$ cat src/rtl/fpu_sort16.sv
// fpu_sort16: frame-based ascending sorter for fp16 bit patterns.
//
// A frame of 1..N elements is loaded over the input stream, sorted in place
// by an N-phase odd-even transposition network, then streamed out in order.
// Input and output never overlap: the sorter is in exactly one of LOAD,
// SORT or DRAIN.
//
// Handshake: a transfer happens on a rising edge where valid & ready are both
// high. A producer holds data/last stable while valid & ~ready. Ready never
// depends combinationally on valid.
//
// Ports:
//   clk        clock, all state on rising edge
//   rst_n      asynchronous active-low reset
//   in_data    fp16 input element
//   in_valid   in_data valid
//   in_last    final element of frame (qualified by in_valid)
//   in_ready   sorter accepts an element (LOAD only)
//   out_data   sorted element
//   out_valid  out_data valid (DRAIN only)
//   out_last   final sorted element
//   out_ready  downstream accepts out_data
//   busy       high in SORT or DRAIN
//   dbg_state  current FSM state (0 LOAD, 1 SORT, 2 DRAIN)
module fpu_sort16 #(
    parameter int N = 8
) (
    input  logic        clk,
    input  logic        rst_n,
    input  logic [15:0] in_data,
    input  logic        in_valid,
    input  logic        in_last,
    output logic        in_ready,
    output logic [15:0] out_data,
    output logic        out_valid,
    output logic        out_last,
    input  logic        out_ready,
    output logic        busy,
    output logic [1:0]  dbg_state
);

    localparam int CW = $clog2(N + 1);
    localparam int IW = (N > 1) ? $clog2(N) : 1;

    typedef enum logic [1:0] {
        ST_LOAD  = 2'd0,
        ST_SORT  = 2'd1,
        ST_DRAIN = 2'd2
    } state_t;

    // Map a pattern onto an unsigned key with the same total order as the
    // fp16 comparator: negatives are inverted (larger magnitude -> smaller key,
    // -NaN lowest), positives get the sign bit set (above every negative).
    function automatic logic [15:0] ord_key(input logic [15:0] v);
        return v[15] ? ~v : (v ^ 16'h8000);
    endfunction

    function automatic logic gt(input logic [15:0] a, input logic [15:0] b);
        return ord_key(a) > ord_key(b);
    endfunction

    state_t         state_q, state_d;
    logic [CW-1:0]  count_q, count_d;
    logic [CW-1:0]  idx_q, idx_d;
    logic [CW-1:0]  phase_q, phase_d;
    logic [15:0]    buf_q [N];
    logic [15:0]    buf_d [N];
    // Keeps in_ready low until the first edge after reset release.
    logic           rdy_en_q;
    logic           frame_end;

    always_ff @(posedge clk or negedge rst_n) begin
        if (!rst_n) begin
            state_q  <= ST_LOAD;
            count_q  <= '0;
            idx_q    <= '0;
            phase_q  <= '0;
            rdy_en_q <= 1'b0;
            for (int i = 0; i < N; i++) begin
                buf_q[i] <= 16'h0000;
            end
        end else begin
            state_q  <= state_d;
            count_q  <= count_d;
            idx_q    <= idx_d;
            phase_q  <= phase_d;
            rdy_en_q <= 1'b1;
            for (int i = 0; i < N; i++) begin
                buf_q[i] <= buf_d[i];
            end
        end
    end

    always_comb begin
        state_d   = state_q;
        count_d   = count_q;
        idx_d     = idx_q;
        phase_d   = phase_q;
        buf_d     = buf_q;
        in_ready  = 1'b0;
        out_valid = 1'b0;
        out_last  = 1'b0;
        out_data  = 16'h0000;
        frame_end = 1'b0;

        case (state_q)
            ST_LOAD: begin
                in_ready = rdy_en_q;
                if (in_valid && rdy_en_q) begin
                    // The Nth element closes the frame whatever in_last says.
                    frame_end = in_last || (count_q == CW'(N - 1));
                    for (int i = 0; i < N; i++) begin
                        if (CW'(i) == count_q) begin
                            buf_d[i] = in_data;
                        end else if (frame_end && (CW'(i) > count_q)) begin
                            // Max pattern: padding always sinks to the tail
                            // and is never drained.
                            buf_d[i] = 16'h7FFF;
                        end
                    end
                    count_d = count_q + CW'(1);
                    if (frame_end) begin
                        state_d = ST_SORT;
                        phase_d = '0;
                    end
                end
            end

            ST_SORT: begin
                // Even phases pair (0,1),(2,3)..; odd phases pair (1,2),(3,4)..
                // Pairs within a phase are disjoint. Equal elements stay put.
                for (int i = 0; i < N - 1; i++) begin
                    if ((i % 2) == int'(phase_q[0])) begin
                        if (gt(buf_q[i], buf_q[i+1])) begin
                            buf_d[i]   = buf_q[i+1];
                            buf_d[i+1] = buf_q[i];
                        end
                    end
                end
                phase_d = phase_q + CW'(1);
                if (phase_q == CW'(N - 1)) begin
                    state_d = ST_DRAIN;
                    phase_d = '0;
                    idx_d   = '0;
                end
            end

            ST_DRAIN: begin
                out_valid = 1'b1;
                out_data  = buf_q[idx_q[IW-1:0]];
                out_last  = (idx_q == (count_q - CW'(1)));
                if (out_ready) begin
                    idx_d = idx_q + CW'(1);
                    if (out_last) begin
                        state_d = ST_LOAD;
                        count_d = '0;
                        idx_d   = '0;
                    end
                end
            end

            default: begin
                state_d = ST_LOAD;
            end
        endcase
    end

    assign busy      = (state_q == ST_SORT) || (state_q == ST_DRAIN);
    assign dbg_state = state_q;

endmodule

$ cat config.mk
export PLATFORM = sky130hd
export DESIGN_NAME = fpu_sort16
export DESIGN_NICKNAME = d
export VERILOG_FILES = /design/src/rtl/fpu_sort16.sv
export SDC_FILE = /design/constraint.sdc
export NUM_CORES = 1
export LEC_CHECK = 0
export ABC_AREA = 0
export BUFFER_PORTS_ARGS = -buffer_cell sky130_fd_sc_hd__buf_2
export CORE_MARGIN = 4
export CORE_UTILIZATION = 45
export DETAILED_ROUTE_END_ITERATION = 12
export GPL_TIMING_DRIVEN = 0
export PLACE_DENSITY = 0.58
export SYNTH_ARGS = -nofsm -noshare
export SYNTH_HDL_FRONTEND = slang
export SYNTH_SLANG_ARGS = --single-unit
$ cat constraint.sdc
create_clock -name clk -period 4.5 [get_ports clk]
set_input_delay 0.225 -clock clk [delete_from_list [all_inputs] [get_ports clk]]
set_output_delay 0.225 -clock clk [all_outputs]
set_load 0.03 [all_outputs]
==> flow_summary.json, run 1 <==
{
  "status": "completed",
  "maxSlewHeadroom_pct": 10.0,
  "clock-sinks": 143,
  "final_layout_size_suffix_gt1_share_pct": 11.7,
  "utilization_pct": 49.9,
  "drc": 0,
  "syn-mean-instance-area_um2": 8.38,
  "synth_edf_count": 0,
  "finalWorstSetupSlack_ns": 0.205,
  "cp_common_cell": "clkbuf_2",
  "worst-path-buf-inv": 5,
  "viasPerCell": 6.76,
  "core.rowCount": 66,
  "num_io_pins": 43,
  "synth_area_leaders": "dfrtp_1, ha_1, xor2_1, o21ai_0, mux4_2",
  "ys_ff_latch": 143,
  "clk_latency_ns": 0.46,
  "numCtsBuffers": 17,
  "nNetsFinal": 1964,
  "drt_iter0_markers": 1943,
  "cap_viol_max_count": 0,
  "synth_top_area_cell": "dfrtp_1",
  "clkTransAtPathRegs_ns": 0.07,
  "seq_area_frac_synth_pct": 24.2,
  "layout_common_cells": "o21ai_0, dfrtp_1, ha_1, a21oi_1",
  "cp_slowest_stage_delay_ns": 0.49,
  "multi_input_area_um2": 10200,
  "h-tree-depth": 4,
  "first_pass_iters": 5,
  "worst_pin_slew_ns": 1.35,
  "path_class": "flip-flop to flip-flop",
  "synth_area_um2": 14800,
  "mostFrequentLayoutCell": "o21ai_0",
  "async_flop_share_pct": 100,
  "antenna_found_initial": 1,
  "endpoint_kind": "flip-flop",
  "synth_cell_types": 74,
  "place.gp.congestion": 1.01,
  "hold_viol_final": 0,
  "vias": 15400,
  "finalCriticalPeriod_ns": 4.30,
  "dp_cells": 2244,
  "yosysWarnings": 0,
  "r2r_slack_ns": 0.20,
  "area_delta_synth_final_pct": 9.34,
  "wire_per_inst_um": 29.2,
  "critPathTopFamily": "buffers and inverters",
  "core_area_um2": 32500,
  "grt_pass1_vias": 14700,
  "crit_required_ns": 4.87,
  "arrival_ns": 4.67,
  "hpwlAfterDp_mm": 50.5,
  "grt_usage_pct": 36.6,
  "antennaDiodeCount": 0,
  "tns_ns": 0,
  "rsz0062_at_grt": "no",
  "fp.dieW_um": 189,
  "clock.fmax_ghz": 0.233,
  "grt_pass1_wl_mm": 98.2,
  "finClkSkew_ns": 0.0150,
  "grt_max_degree": 81,
  "maxSlewViolCount": 0,
  "post_cts_buffers": 0,
  "yosysTopAreaCellShare_pct": 24.2,
  "regArea_um2": 3580,
  "path_cells": "clkbuf_2, clkbuf_2, xor2_1, inv_1, ha_1, nand4_1, nor4_1, a21boi_1, o41a_1, buf_2, buf_1, a211oi_1, o21ai_0",
  "fill_cells": 3262,
  "die_area_um2": 35800,
  "wirelength_mm": 66.6,
  "cts.path.max_buffers": 2,
  "hold_path.class": "primary input to flip-flop",
  "setup_viol": 0,
  "die_h_um": 189,
  "dp_slack_ns": -0.313,
  "start_kind": "flip-flop",
  "min_period_over_period_pct": 95.5,
  "cp_max_fo": 10,
  "fin_cells": 2277,
  "numPortBuffers": 35,
  "slowest_stage": "nor4_1",
  "cts_tree": "done",
  "clock-root-buffer": "clkbuf_16",
  "syn-num-nets": 1908,
  "ant_nets": 0,
  "synth_ff_type": "dfrtp_1",
  "start_util_pct": 45.6,
  "grt_overflow_total": 0,
  "syn_inst": 1766
}
## repair_timing
| action | in CTS | in global routing |
|---|---|---|
| hold endpoints to repair | 63 | 0 |
| hold buffers | 1 | 0 |
| gates resized for setup | 5 | 17 |
| endpoints found under the setup margin | 55 | 95 |
## metal layers
layer / track usage (%) / routed length [um] / share of wire, %
met3: 10.7 / 7670 / 12
met5: 1.10 / 65 / 0.098
met2: 51.7 / 27200 / 41
met4: 14.3 / 2880 / 4.3
met1: 52.7 / 28800 / 43
## worst register-to-register path: cells and delay by family, from the launching register on
| kind | cells | cell delay, ns |
|---|---|---|
| adder cells (fa/ha/maj) | 1 | 0.32 |
| flip-flops | 1 | 0.45 |
| AND/OR/NAND/NOR | 2 | 0.64 |
| buffers and inverters | 5 | 1.52 |
| XOR/XNOR | 1 | 0.44 |
| AO/OA/AOI/OAI | 4 | 0.84 |
## flip-flops by register name, indices dropped and copies added, names as in the netlist
name       flops
buf_q        128
count_q        4
idx_q          4
phase_q        4
dbg_state      2
rdy_en_q       1
## cells by family after synthesis
group           count (synthesis)  share of synthesized area (%)
compound gates                608                           28.8
xor+xnor                      125                           7.45
fa+ha+maj                     121                           10.2
buf+inv                       268                           7.30
flops                         143                           24.2
mux                            84                           8.41
other cells                     1                         0.0253
simple gates                  416                           13.6
## metrics by stage
stage	hold slack (ns)	cell area, um^2
after floorplan	-0.0706	14800
after detailed placement	0.220	15600
final	0.246	16200
after global placement	0.514	15500
after CTS	0.239	16200
after global routing	0.284	16200
## cell usage after synthesis, drive strengths merged (29+ instances only)
| master | number |
|---|---|
| a21oi | 111 |
| a221oi | 63 |
| a31o | 31 |
| buf | 49 |
| clkbuf | 111 |
| dfrtp | 143 |
| ha | 121 |
| inv | 108 |
| mux2i | 49 |
| mux4 | 32 |
| nand2 | 94 |
| nand3 | 54 |
| nor2 | 110 |
| nor2b | 44 |
| nor3 | 42 |
| o21ai | 162 |
| o221ai | 31 |
| o22ai | 45 |
| xnor2 | 29 |
| xor2 | 96 |
## cell type report
class                           instances  area share, %
Tap cell                              442           3.42
Buffer                                160           4.27
Multi-Input combinational cell       1355           62.8
Clock buffer                           20           2.82
Timing Repair Buffer                   37           1.38
Clock inverter                         12          0.727
Sequential cell                       143           22.1
Inverter                              108           2.51
## worst paths after layout
kind / to / cells past startpoint / from
setup / recovery: buf_q[30] / 13 / buf_q[31]
max in group asynchronous: buf_q[96] / 3 / rst_n
setup reg to reg: buf_q[30] / 13 / buf_q[31]
min in group asynchronous: buf_q[57] / 2 / rst_n
hold reg to reg: phase_q[1] / 2 / phase_q[1]
hold / removal: count_q[2] / 5 / in_valid
Power of run 1 is not shown: default switching activity piles up to over one toggle a cycle in this logic, so the estimate is an artifact.
==> run 2, diff against run 1 <==
--- a/config.mk
+++ b/config.mk
@@ -12,6 +12,7 @@
 export DETAILED_ROUTE_END_ITERATION = 12
 export GPL_TIMING_DRIVEN = 0
 export PLACE_DENSITY = 0.58
+export REMOVE_ABC_BUFFERS = 1
 export SYNTH_ARGS = -nofsm -noshare
 export SYNTH_HDL_FRONTEND = slang
 export SYNTH_SLANG_ARGS = --single-unit
==> flow_summary.json, run 2 (synthesis results as in run 1) <==
{
  "h-tree-depth": 4,
  "min_period_over_period_pct": 95.4,
  "layout_common_cells": "o21ai_0, dfrtp_1, ha_1, inv_1, a21oi_1",
  "tns_ns": 0,
  "cp_slowest_stage_delay_ns": 0.67,
  "maxSlewHeadroom_pct": 11.0,
  "fill_cells": 3119,
  "final_layout_size_suffix_gt1_share_pct": 12.6,
  "numCtsBuffers": 17,
  "clock.fmax_ghz": 0.233,
  "grt_pass1_vias": 14000,
  "critPathTopFamily": "compound AO/OA/AOI/OAI gates",
  "clock-sinks": 143,
  "finalCriticalPeriod_ns": 4.29,
  "cp_common_cell": "inv_1",
  "antenna_found_initial": 0,
  "setup_viol": 0,
  "grt_usage_pct": 28.9,
  "cts_tree": "done",
  "path_cells": "inv_1, ha_4, buf_16, inv_1, o21a_1, a21oi_4, o211ai_1, buf_6, o22ai_1, a21oi_1",
  "viasPerCell": 6.67,
  "nNetsFinal": 1825,
  "largest_reg_flops": 128,
  "mostFrequentLayoutCell": "o21ai_0",
  "min_to": "buf_q[0]",
  "antennaDiodeCount": 0,
  "wire_per_inst_um": 24.6,
  "grt_overflow_total": 0,
  "path_class": "flip-flop to flip-flop",
  "hold_path_startpoint": "in_data[0]",
  "grt_max_degree": 77,
  "num_io_pins": 43,
  "clock-root-buffer": "clkbuf_16",
  "vias": 14300,
  "cap_viol_max_count": 0,
  "arrival_ns": 4.62,
  "numPortBuffers": 42,
  "finClkSkew_ns": 0.0121,
  "hold_path_depth": 3,
  "place.gp.congestion": 0.892,
  "clk_latency_ns": 0.46,
  "endpoint_kind": "flip-flop",
  "die_h_um": 189,
  "start_util_pct": 45.6,
  "worst-path-buf-inv": 4,
  "cts.path.max_buffers": 2,
  "top_register": "buf_q",
  "start_kind": "flip-flop",
  "die_area_um2": 35800,
  "hold_viol_final": 0,
  "wirelength_mm": 52.6,
  "fp.dieW_um": 189,
  "crit_required_ns": 4.83,
  "drt_iter0_markers": 1577,
  "area_delta_synth_final_pct": 7.63,
  "hpwlAfterDp_mm": 36.3,
  "r2r_slack_ns": 0.21,
  "ant_nets": 0,
  "first_pass_iters": 7,
  "status": "completed",
  "r2r_cells": 10,
  "rsz0062_at_grt": "no",
  "worst_r2r_endpoint": "buf_q[119]",
  "regArea_um2": 3590,
  "multi_input_area_um2": 10300,
  "core_area_um2": 32500,
  "slowest_stage": "ha_4",
  "worst_pin_slew_ns": 1.33,
  "core.rowCount": 66,
  "clkTransAtPathRegs_ns": 0.07,
  "r2r-start": "dbg_state[1]",
  "maxSlewViolCount": 0,
  "cp_max_fo": 74,
  "grt_pass1_wl_mm": 81.3,
  "hold_path.class": "primary input to flip-flop",
  "drc": 0
}
run 2: changes by cell type in the layout (fill, tap and decap cells not counted), moves of 4 or more:
cell | previous run | this run
buf_1 | 9 | 0
clkbuf_1 | 103 | 1
dfrtp_2 | 0 | 9
dfrtp_1 | 143 | 134
buf_2 | 64 | 41
clkbuf_2 | 12 | 0
buf_8 | 1 | 6
clkinv_2 | 7 | 3
run 2: worst max-delay path by stage:
| stage | from | end | depth (start not counted) |
|---|---|---|---|
| final | dbg_state[1] | buf_q[119] | 10 |
| after global routing | buf_q[31] | buf_q[32] | 10 |
| after floorplan | dbg_state[1] | buf_q[0] | 8 |
| after detailed placement | dbg_state[1] | buf_q[47] | 9 |
| after CTS | dbg_state[1] | buf_q[110] | 8 |
| after global placement | dbg_state[1] | buf_q[4] | 8 |
run 2: what timing repair did:
item                                    in CTS  in global routing
resized for setup                           11                  9
cloned                                       0                  1
buffers inserted                             1                  0
pin swaps                                    1                  1
endpoints found under the setup margin      66                 83
hold endpoints to repair                    67                  0
hold buffers                                 1                  0
run 2: per-stage QoR:
stage               hold WS, ns  cells  util, %  worst slack, ns  instance area [um^2]
floorplan               -0.0706   1606        -            -1.00                 14100
global placement          0.497   2090     45.9            -5.01                 14900
detailed placement        0.225   2102     46.8           -0.524                 15200
CTS                       0.162   2136     48.9          0.00770                 15900
global route              0.184   2138     49.1          0.00230                 15900
finish                    0.184   2138     49.1            0.207                 15900
run 2: worst min-delay path, cell delays in order:
cell     delay [ns]
buf_2          0.18
o22ai_1        0.13
a21oi_1        0.05
run 2: layer usage:
layer | share of wire [%] | GRT usage, % | vias up
met5 | 0 | 0 | -
met4 | 3.1 | 10.9 | 0
met3 | 6.8 | 4.52 | 114
met2 | 47 | 45.7 | 658
met1 | 43 | 40.0 | 7049
li1 | - | - | 6450
run 2: layout make-up:
class	count	share of cell area, %
sequential	143	22.5
multi-input combinational	1356	64.4
inverter	108	2.55
timing repair buffer	57	3.02
tap	442	3.47
clock inverter	10	0.990
clock buffer	22	3.04
Power of run 2 is left out for the same reason.
